`config.mk`:
```
export PLATFORM = sky130hd
export DESIGN_NAME = logic_pipe
export DESIGN_NICKNAME = d
export VERILOG_FILES = /design/src/rtl/logic_pipe.sv
export SDC_FILE = /design/constraint.sdc
export NUM_CORES = 1
export LEC_CHECK = 0
export ABC_AREA = 1
export BUFFER_PORTS_ARGS = -buffer_cell sky130_fd_sc_hd__buf_4
export CELL_PAD_IN_SITES_DETAIL_PLACEMENT = 1
export CELL_PAD_IN_SITES_GLOBAL_PLACEMENT = 1
export CORE_UTILIZATION = 43
export CTS_BUF_LIST = sky130_fd_sc_hd__clkbuf_4
export DETAILED_ROUTE_END_ITERATION = 12
export GPL_TIMING_DRIVEN = 0
export PLACE_DENSITY_LB_ADDON = 0.2
export SLEW_MARGIN = 10
export SYNTH_ARGS = -nofsm -noshare
export SYNTH_HDL_FRONTEND = slang
export SYNTH_SLANG_ARGS = --single-unit
```
`constraint.sdc`:
```
create_clock -name clk -period 3.5 [get_ports clk]
set_input_delay 0.35 -clock clk [delete_from_list [all_inputs] [get_ports clk]]
set_output_delay 0.35 -clock clk [all_outputs]
set_load 0.05 [all_outputs]
```
`src/rtl/logic_pipe.sv`:
```
// Elastic pipelined bitwise logic unit: eight selectable operations on two
// operands, STAGES register stages with valid/ready flow control, zero flag.
module logic_pipe #(
  parameter int BITS   = 8,
  parameter int STAGES = 2
) (
  input  logic            clk,
  input  logic            reset,
  input  logic            in_valid,
  output logic            in_ready,
  input  logic [BITS-1:0] a,
  input  logic [BITS-1:0] b,
  input  logic [2:0]      op,
  output logic            out_valid,
  input  logic            out_ready,
  output logic [BITS-1:0] out,
  output logic            out_zero
);

  logic [STAGES-1:0] v_q;
  logic [STAGES-1:0] v_d;
  logic [STAGES-1:0] load;
  logic [STAGES-1:0] src_v;
  logic [BITS:0]     data_q [STAGES];
  logic [BITS:0]     data_d [STAGES];
  logic [BITS:0]     src_d  [STAGES];
  logic [BITS-1:0]   result;

  always_comb begin
    result = '0;
    case (op)
      3'd0: result = ~(a & b);
      3'd1: result = a & b;
      3'd2: result = a | b;
      3'd3: result = ~(a | b);
      3'd4: result = a ^ b;
      3'd5: result = ~(a ^ b);
      3'd6: result = a & ~b;
      3'd7: result = ~a;
      default: result = '0;
    endcase
  end

  assign in_ready = load[0] & reset;

  genvar gi;
  generate
    for (gi = 0; gi < STAGES; gi++) begin : g_stage
      // Stage gi can load unless it and every stage after it are full and the
      // consumer is stalled; the mask ignores stages upstream of gi.
      localparam logic [STAGES-1:0] LOW_MASK = STAGES'((64'd1 << gi) - 64'd1);
      assign load[gi] = ~(&(v_q | LOW_MASK)) | out_ready;

      if (gi == 0) begin : g_head
        assign src_v[gi] = in_valid & in_ready;
        assign src_d[gi] = {(result == '0), result};
      end else begin : g_body
        assign src_v[gi] = v_q[gi-1];
        assign src_d[gi] = data_q[gi-1];
      end
    end
  endgenerate

  always_comb begin
    v_d = v_q;
    for (int k = 0; k < STAGES; k++) begin
      data_d[k] = data_q[k];
      if (load[k]) begin
        v_d[k] = src_v[k];
        if (src_v[k]) data_d[k] = src_d[k];
      end
    end
  end

  always_ff @(posedge clk) begin
    if (!reset) begin
      v_q <= '0;
      for (int k = 0; k < STAGES; k++) data_q[k] <= '0;
    end else begin
      v_q <= v_d;
      for (int k = 0; k < STAGES; k++) data_q[k] <= data_d[k];
    end
  end

  assign out_valid = v_q[STAGES-1];
  assign out       = data_q[STAGES-1][BITS-1:0];
  assign out_zero  = data_q[STAGES-1][BITS];

endmodule
```
==> results of run 1 <==
cell usage after synthesis:
cell and number:
nand3_1 34, buf_6 4, nand2_1 51, clkbuf_2 1, dfxtp_1 20, a21oi_1 4, buf_4 9, nand4_1 12
nand3_2 1, clkinv_2 1, nand3b_1 4, nor2_2 2, clkbuf_1 2, buf_2 5, nand2_2 1, nor3_1 2
nor2_4 1, o21ai_1 9, o21ai_0 14, inv_1 31, ha_1 24, a211oi_2 1, nor2_1 46, clkinv_1 1
inv_2 3
worst min-delay path, stage by stage:
cell and delay, ns:
buf_4 0.08, nor2_1 0.03, nor2_1 0.08
per-layer routing:
| metal | global-route usage | up-vias | share of wire |
|---|---|---|---|
| li1 | - | 965 | - |
| met1 | 0.248 | 861 | 0.43 |
| met2 | 0.463 | 20 | 0.55 |
| met3 | 0.00507 | 2 | 0.015 |
| met4 | 0.0479 | 0 | 0.0037 |
| met5 | 0 | - | 0 |
flip-flops by register name (all words and copies together), names as in the netlist:
name    count
v_q         2
data_q     18
logic make-up after synthesis:
| family | after synthesis | synth area share |
|---|---|---|
| and+or+nand+nor | 154 | 0.378 |
| DFF | 20 | 0.219 |
| buffers and inverters | 57 | 0.157 |
| AOI/OAI and AO/OA | 28 | 0.0809 |
| adders and majority gates | 24 | 0.165 |
layout make-up:
| class | count | share of cell area |
|---|---|---|
| plain buffers | 21 | 0.0702 |
| flip-flops and latches | 20 | 0.187 |
| inverters | 36 | 0.0638 |
| clock inverters | 1 | 0.00176 |
| well taps | 50 | 0.0293 |
| multi-input cells | 206 | 0.532 |
| repair buffers | 30 | 0.105 |
| clock buffers | 3 | 0.0105 |
power by group through the flow:
stage               sequential [mW]  combinational [mW]  clock (mW)
global route                  0.255               0.245       0.121
floorplan                     0.261               0.146           0
CTS                           0.253               0.221       0.111
global placement              0.257               0.213           0
finish                        0.253               0.218       0.108
detailed placement            0.259               0.220           0
metrics by stage:
step,hold WS (ns),utilization,cell area [um2]
6_report,0.287,0.531,2140
5_1_grt,0.296,0.531,2140
4_1_cts,0.284,0.531,2140
3_5_place_dp,0.455,0.524,2110
3_3_place_gp,0.442,0.524,2110
2_1_floorplan,0.433,-,1820
how the worst min path moves through the flow:
stage / start / endpoint / slack [ns]
3_5_place_dp: data_q[0][4] / data_q[0][4] / 0.45
4_1_cts: in_valid / v_q[0] / 0.28
6_report: in_valid / v_q[0] / 0.29
5_1_grt: in_valid / v_q[0] / 0.30
2_1_floorplan: data_q[0][4] / data_q[0][4] / 0.43
3_3_place_gp: data_q[0][4] / data_q[0][4] / 0.44
==> impl_metrics.py, run 1 <==
metrics = {
    "status": {
        "status": "finished, final reports clean",
    },
    "drt": {
        "via_count": 1848,
        "routed_wl_um": 4600,
        "ant_nets": 0,
        "routedWlPerCell_um": 12.5,
        "drc": 0,
        "routed_via_density": 5.04,
        "dr.first_iter.drc_count": 104,
        "drt-pass1-iter-count": 4,
    },
    "power": {
        "p_seq_frac": 0.437,
        "p_leak_nw": 1.15,
        "switchingPower_uw": 210,
        "clockPowerShare": 0.186,
        "internal-power_uw": 369,
        "combPwrFrac": 0.377,
        "total_power_uw": 579,
        "power.density_mw_per_mm2": 271,
        "switching_share": 0.362,
        "peakVddDrop_v": 0.0000983,
    },
    "clock_tree": {
        "cts_made_buffers": 3,
        "cts_tree": "done",
        "clk_pin_slew_worst_paths_ns": 0.11,
        "clk_latency_ns": 0.30,
        "clockRootBuffer": "clkbuf_4",
        "clock_path_buffers": 2,
        "cts_resized": 0,
        "postCtsSetupBuffers": 0,
        "cts.sinks": 20,
        "postCtsHoldBufs": 0,
        "h-tree-depth": 1,
    },
    "floorplanning": {
        "initial_core_util": 0.453,
        "dieArea_mm2": 0.00451,
        "core_area_mm2": 0.00403,
        "die_x_um": 67.1,
        "fp.dieH_um": 67.1,
        "io_pins": 34,
        "row_count": 23,
    },
    "cells_and_area": {
        "layout.cells.non_filler": 367,
        "antenna_cells": 0,
        "layout-drive-gt1-share": 0.196,
        "nets": 365,
        "final_common_cell": "nand2_1",
        "multi_input_area_mm2": 0.00114,
        "final_cell_mix": "nand2_1 (51), nor2_1 (46), buf_4 (39)",
        "fillers": 571,
        "area_delta_synth_final_pct": 17.2,
        "regArea_um2": 400,
    },
    "setup_path": {
        "path_common_cell": "nand2_1",
        "cp.arrival_ns": 1.75,
        "end_kind": "flop",
        "crit_start": "op[0]",
        "slowest_delay_ns": 0.37,
        "cp_slowest_cell": "nor2_2",
        "cp_num_cells": 10,
        "endpoint": "data_q[0][8]",
        "rr_endpoint": "data_q[0][1]",
        "crit_type": "input pin to flop",
        "rr_worst_depth": 7,
        "worstPathRequired_ns": 3.74,
        "path_cells": "buf_4, nor2_2, nand2_2, clkinv_2, nand2_1, nand2_1, nand2_1, nor2_1, nand3_1, a21oi_1",
        "path_delay_family": "simple AND/OR/NAND/NOR gates",
        "crit_buf_inv": 2,
        "start_kind": "input pin",
        "timing.reg2reg.setup_slack_ns": 2.11,
        "rr_startpoint": "v_q[1]",
        "critPathMaxFanout": 9,
    },
    "synthesis": {
        "ys_types": 25,
        "synth_largest_area_cell": "dfxtp_1",
        "yosys.area.top_type_share": 0.219,
        "yosys-top-cells-area": "dfxtp_1 (22%), ha_1 (16%), nand2_1 (10%)",
        "synth-seq-cells": 20,
        "mappedNetlistNets": 330,
        "ys_seq_area_frac": 0.219,
        "synth_cells": 283,
        "syn_area_mm2": 0.00182,
        "avgSynthCellArea_um2": 6.45,
        "ys_warn_count": 0,
    },
    "worst_hold_path": {
        "hold_depth": 3,
        "hold_class": "input pin to flop",
    },
    "job": {
        "maxCapViolCount": 0,
    },
    "timing": {
        "worst_pin_slew_ns": 0.467,
        "max_slew_margin": 0.689,
        "skew_ns": 0.0126,
        "setup_tns_ns": 0,
        "drv_slew": 0,
        "fin_crit_sh": 0.431,
        "clock.fmax_mhz": 663,
        "setup_violations": 0,
        "rsz0062_at_grt": "no",
        "hold_viol": 0,
        "setup_ws_ns": 1.99,
        "fin_crit_ns": 1.51,
    },
    "place": {
        "dp_cells": 363,
        "dpl_worst_slack_ns": 1.70,
        "io_buffers": 30,
        "place.gp.congestion": 0.857,
        "dp_hpwl_um": 3910,
    },
    "global_route": {
        "grt_pass1_vias": 1875,
        "antenna_found_initial": 0,
        "grt_start_max_net_pins": 12,
        "grt.total_usage": 0.224,
        "grt_pass1_wl_um": 7960,
        "grt-ovfl-total": 0,
    },
}
Note: power is estimated with default switching activity, not from simulation.
==> inputs of run 2 (changes only) <==
--- a/config.mk
+++ b/config.mk
@@ -9,7 +9,7 @@
 export BUFFER_PORTS_ARGS = -buffer_cell sky130_fd_sc_hd__buf_4
 export CELL_PAD_IN_SITES_DETAIL_PLACEMENT = 1
 export CELL_PAD_IN_SITES_GLOBAL_PLACEMENT = 1
-export CORE_UTILIZATION = 43
+export CORE_UTILIZATION = 36
 export CTS_BUF_LIST = sky130_fd_sc_hd__clkbuf_4
 export DETAILED_ROUTE_END_ITERATION = 12
 export GPL_TIMING_DRIVEN = 0
==> constraint.sdc (replaced) <==
create_clock -name clk -period 1.35 [get_ports clk]
set_input_delay 0.135 -clock clk [delete_from_list [all_inputs] [get_ports clk]]
set_output_delay 0.135 -clock clk [all_outputs]
set_load 0.05 [all_outputs]
==> run 2 against run 1 <==
  * Non-clock buffer count stayed put
  * Clock power grew to 4.6 times the previous value
  * Core utilization is 6.1 points lower
  * Sequential power grew to 2.6 times the previous value
  * Via count is 1.9% higher
  * Final area is 5.0% higher
  * Sequential share of layout area is 0.73 points lower
  * First-iteration DRC count is 3.8% higher
  * Worst hold slack worse by 0.22 ns
  * Worst setup slack worse by 1.9 ns
  * Final cell count is 4.6% higher
==> impl_metrics.py, run 2 (synthesis gave the netlist of run 1 again) <==
metrics = {
    "status": {
        "status": "finished, final reports clean",
    },
    "cells_and_area": {
        "regMostFlops": "data_q",
        "layout-drive-gt1-share": 0.230,
        "antenna_cells": 0,
        "final_cell_mix": "nand2_1 (48), nor2_1 (43), buf_4 (38)",
        "nets": 365,
        "fillers": 647,
        "largest_reg_flops": 18,
        "final_common_cell": "nand2_1",
        "layout.cells.non_filler": 384,
        "top_regs": "data_q: 18 flops, v_q: 2 flops",
        "area_delta_synth_final_pct": 23.1,
    },
    "place": {
        "dp_hpwl_um": 3770,
        "dp_cells": 380,
        "place.gp.congestion": 0.767,
        "io_buffers": 30,
    },
    "job": {
        "maxCapViolCount": 0,
    },
    "floorplanning": {
        "die_x_um": 73.2,
        "dieArea_mm2": 0.00536,
        "core_area_mm2": 0.00479,
        "row_count": 25,
        "fp.dieH_um": 73.2,
        "io_pins": 34,
        "initial_core_util": 0.381,
    },
    "setup_path": {
        "cp.arrival_ns": 1.12,
        "rr_endpoint": "data_q[0][8]",
        "worstPathRequired_ns": 1.22,
        "critPathMaxFanout": 2,
        "timing.reg2reg.setup_slack_ns": 0.16,
        "end_kind": "primary output",
        "rr_worst_depth": 7,
        "rr_startpoint": "v_q[0]",
        "slowest_delay_ns": 0.33,
        "cp_slowest_cell": "dfxtp_1",
        "path_cells": "inv_1, nor2_4, nor2_4, buf_6",
        "crit_start": "v_q[0]",
        "start_kind": "flop",
        "crit_type": "flop to primary output",
        "path_common_cell": "nor2_4",
    },
    "timing": {
        "rsz0062_at_grt": "no",
        "clock.fmax_mhz": 794,
        "fin_crit_sh": 0.933,
        "max_slew_margin": 0.745,
        "hold_viol": 0,
        "skew_ns": 0.00884,
        "worst_pin_slew_ns": 0.382,
        "hold_ws_ns": 0.0637,
        "fin_crit_ns": 1.26,
        "drv_slew": 0,
        "setup_tns_ns": 0,
        "setup_violations": 0,
    },
    "power": {
        "p_leak_nw": 1.19,
        "switching_share": 0.335,
        "internal-power_mw": 1.16,
        "peakVddDrop_v": 0.000459,
        "total_power_mw": 1.74,
        "clockPowerShare": 0.285,
        "p_seq_frac": 0.377,
        "power.density_mw_per_mm2": 773,
        "combPwrFrac": 0.338,
        "switchingPower_uw": 581,
    },
    "drt": {
        "routedWlPerCell_um": 12.6,
        "ant_nets": 0,
        "drc": 0,
        "drt-pass1-iter-count": 4,
        "via_count": 1884,
        "routed_via_density": 4.91,
        "dr.first_iter.drc_count": 108,
        "routed_wl_um": 4850,
    },
    "clock_tree": {
        "postCtsSetupBuffers": 0,
        "clk_pin_slew_worst_paths_ns": 0.11,
        "cts_made_buffers": 3,
        "clk_latency_ns": 0.31,
        "clockRootBuffer": "clkbuf_4",
        "h-tree-depth": 1,
        "clock_path_buffers": 2,
        "postCtsHoldBufs": 0,
        "cts.sinks": 20,
        "cts_tree": "done",
    },
    "worst_hold_path": {
        "min_to": "v_q[0]",
        "hold_depth": 3,
        "hold_class": "input pin to flop",
        "min_from": "in_valid",
    },
    "global_route": {
        "antenna_found_initial": 0,
        "grt_start_max_net_pins": 13,
        "grt-ovfl-total": 0,
        "grt_pass1_vias": 1774,
        "grt_pass1_wl_um": 8140,
        "grt.total_usage": 0.196,
    },
}
-- run 2: stage by stage --
step                      setup WS, ns  instance area (um2)  utilization
final                           0.0901                 2250        0.469
after floorplan                0.00709                 1860            -
after global placement          -0.254                 2170        0.454
after detailed placement        -0.277                 2170        0.454
after CTS                       0.0539                 2220        0.465
after global routing            0.0159                 2250        0.469
-- run 2: critical path: cells and delay by family (launching register included) --
family | cells | cell delay (ns)
flops | 1 | 0.33
buf+inv | 2 | 0.29
simple gates | 2 | 0.20
-- run 2: what timing repair did --
action / in CTS / in global routing
endpoints found under the setup margin: 1 / 2
gates resized for setup: 1 / 7
pin swaps: 0 / 0
-- run 2: worst max path at each step --
stage / to / slack [ns] / cells past startpoint
global route: in_ready / 0.02 / 4
global placement: data_q[0][8] / -0.25 / 10
detailed placement: data_q[0][8] / -0.28 / 10
CTS: in_ready / 0.05 / 4
floorplan: data_q[0][2] / 0.007 / 7
finish: in_ready / 0.09 / 4
-- run 2: final cells by class --
| type | count | area, um2 | area share |
|---|---|---|---|
| buffer | 21 | 158 | 0.0702 |
| inverter | 36 | 138 | 0.0613 |
| sequential | 20 | 404 | 0.180 |
| tap | 67 | 83.8 | 0.0373 |
| timing repair buffer | 30 | 229 | 0.102 |
| clock inverter | 1 | 30.0 | 0.0134 |
| clock buffer | 3 | 22.5 | 0.0100 |
| multi-input combinational | 206 | 1180 | 0.526 |
-- run 2: layer usage --
metal,vias up,global-route usage,share of wire
met5,-,0,0
li1,973,-,-
met1,877,0.284,0.50
met2,30,0.309,0.46
met3,4,0.0318,0.031
met4,0,0.0305,0.0047
-- run 2: power groups by stage --
| stage | combinational, mW | clock [mW] | sequential [mW] |
|---|---|---|---|
| after floorplan | 0.389 | 0 | 0.677 |
| after global placement | 0.571 | 0 | 0.667 |
| after detailed placement | 0.583 | 0 | 0.669 |
| after CTS | 0.586 | 0.511 | 0.655 |
| after global routing | 0.656 | 0.533 | 0.662 |
| final | 0.587 | 0.495 | 0.655 |
==> inputs of run 3 (changes only) <==
--- a/config.mk
+++ b/config.mk
@@ -8,8 +8,8 @@
 export ABC_AREA = 1
 export BUFFER_PORTS_ARGS = -buffer_cell sky130_fd_sc_hd__buf_4
 export CELL_PAD_IN_SITES_DETAIL_PLACEMENT = 1
-export CELL_PAD_IN_SITES_GLOBAL_PLACEMENT = 1
-export CORE_UTILIZATION = 36
+export CELL_PAD_IN_SITES_GLOBAL_PLACEMENT = 2
+export CORE_UTILIZATION = 28
 export CTS_BUF_LIST = sky130_fd_sc_hd__clkbuf_4
 export DETAILED_ROUTE_END_ITERATION = 12
 export GPL_TIMING_DRIVEN = 0
==> run 3 against run 2 <==
  * Final cell count rose by 2.6%
  * Critical path depth stayed put
  * Clock power down 43%
  * Global-route usage down 4.7 points
  * Worst hold slack better by 0.020 ns
  * Combinational power decreased by 1%
  * Worst setup slack better by 0.0078 ns
  * Power decreased by 13%
  * Core utilization shrank 12 points
  * Routed wire length fell by 2.8%
  * First-iteration DRC count is 82% lower
  * Fmax up 0.62%
==> impl_metrics.py, run 3 (synthesis gave the netlist of run 1 again) <==
metrics = {
    "setup_path": {
        "path_cells": "inv_1, nor2_4, nor2_4, buf_4",
        "crit_type": "flop to primary output",
        "cp.arrival_ns": 1.12,
        "start_kind": "flop",
        "path_delay_family": "flip-flops",
        "end_kind": "primary output",
        "crit_buf_inv": 2,
        "cp_slowest_cell": "dfxtp_1",
        "slowest_delay_ns": 0.33,
        "critPathMaxFanout": 2,
        "worstPathRequired_ns": 1.22,
        "path_common_cell": "nor2_4",
    },
    "power": {
        "peakVddDrop_v": 0.000369,
        "power.density_mw_per_mm2": 682,
        "total_power_mw": 1.52,
        "p_leak_nw": 1.17,
    },
    "worst_hold_path": {
        "hold_class": "input pin to flop",
    },
    "timing": {
        "hold_viol": 0,
        "drv_slew": 0,
        "setup_violations": 0,
        "fin_crit_sh": 0.927,
        "skew_ns": 0.00528,
        "clock.fmax_mhz": 799,
        "worst_pin_slew_ns": 0.484,
        "max_slew_margin": 0.677,
        "fin_crit_ns": 1.25,
        "rsz0062_at_grt": "no",
    },
    "cells_and_area": {
        "area_delta_synth_final_pct": 21.7,
        "largest_reg_flops": 18,
        "fillers": 839,
        "design_area_mm2": 0.00222,
        "final_cell_mix": "nand2_1 (49), nor2_1 (43), buf_4 (39)",
        "regMostFlops": "data_q",
        "antenna_cells": 0,
        "layout-drive-gt1-share": 0.218,
        "final_common_cell": "nand2_1",
        "nets": 365,
        "top_regs": "data_q: 18 flops, v_q: 2 flops",
    },
    "drt": {
        "drt-pass1-iter-count": 4,
        "via_count": 1826,
        "drc": 0,
        "dr.first_iter.drc_count": 19,
        "routed_wl_um": 4720,
        "ant_nets": 0,
        "routedWlPerCell_um": 12.0,
        "routed_via_density": 4.63,
    },
    "place": {
        "dp_hpwl_um": 3800,
        "place_area_mm2": 0.00218,
        "io_buffers": 30,
        "place.gp.congestion": 0.745,
    },
    "clock_tree": {
        "cts_tree": "done",
        "clock_path_buffers": 2,
        "cts_made_buffers": 3,
        "postCtsSetupBuffers": 0,
        "clockRootBuffer": "clkbuf_4",
        "cts.sinks": 20,
        "cts_resized": 2,
        "postCtsHoldBufs": 0,
        "clk_pin_slew_worst_paths_ns": 0.10,
        "h-tree-depth": 1,
        "clk_latency_ns": 0.29,
    },
    "floorplanning": {
        "io_pins": 34,
        "dieArea_mm2": 0.00684,
        "die_x_um": 82.7,
        "row_count": 29,
        "core_area_mm2": 0.00631,
        "initial_core_util": 0.289,
        "fp.dieH_um": 82.7,
    },
    "global_route": {
        "grt_pass1_wl_um": 7870,
        "grt-ovfl-total": 0,
        "grt_start_max_net_pins": 12,
        "antenna_found_initial": 0,
        "grt.total_usage": 0.149,
        "grt_pass1_vias": 1752,
    },
    "status": {
        "status": "finished, final reports clean",
    },
    "job": {
        "maxCapViolCount": 0,
    },
}
[run 3: changes by cell type in the layout (fill, tap and decap cells not counted), sizes merged]
cell,change
bufinv,-1
clkinv,+1
[run 3: where the power goes]
group          switching, mW  internal [mW]
combinational          0.359          0.220
sequential            0.0200          0.634
clock                  0.175          0.108
[run 3: worst paths after layout]
check,end,slack (ns),cells past startpoint,startpoint
max,in_ready,0.1,4,v_q[0]
min,v_q[0],0.08,3,in_valid
max reg2reg,data_q[0][16],0.17,5,v_q[1]
min reg2reg,data_q[0][4],0.47,2,data_q[0][4]
[run 3: per-stage QoR]
| stage | setup TNS, ns | hold slack [ns] | instances | setup slack [ns] | util |
|---|---|---|---|---|---|
| 2_1_floorplan | 0 | 0.256 | 283 | 0.00709 | - |
| 3_3_place_gp | -0.477 | 0.377 | 390 | -0.312 | 0.346 |
| 3_5_place_dp | -0.560 | 0.391 | 390 | -0.319 | 0.346 |
| 4_1_cts | 0 | 0.0743 | 394 | 0.0565 | 0.351 |
| 5_1_grt | 0 | 0.0958 | 394 | 0.0192 | 0.352 |
| 6_report | 0 | 0.0842 | 394 | 0.0980 | 0.352 |
[run 3: area by class of cell]
| type | instances | area, um2 | area share |
|---|---|---|---|
| buffer | 21 | 156 | 0.0704 |
| clock buffer | 3 | 22.5 | 0.0101 |
| clock inverter | 1 | 3.75 | 0.00169 |
| inverter | 36 | 138 | 0.0620 |
| multi-input combinational | 206 | 1170 | 0.529 |
| sequential | 20 | 404 | 0.182 |
| tap | 77 | 96.3 | 0.0434 |
| timing repair buffer | 30 | 225 | 0.101 |
[run 3: worst min-delay path, cell delays in order]
cell    delay [ns]
buf_4         0.10
nor2_1        0.04
nor2_1        0.07
[run 3: per-layer routing]
layer	GRT usage	vias to the layer above	wire [um]
li1	-	968	-
met1	0.184	838	2260
met2	0.275	18	2340
met3	0.00989	2	89
met4	0.0362	0	28
met5	0	-	0
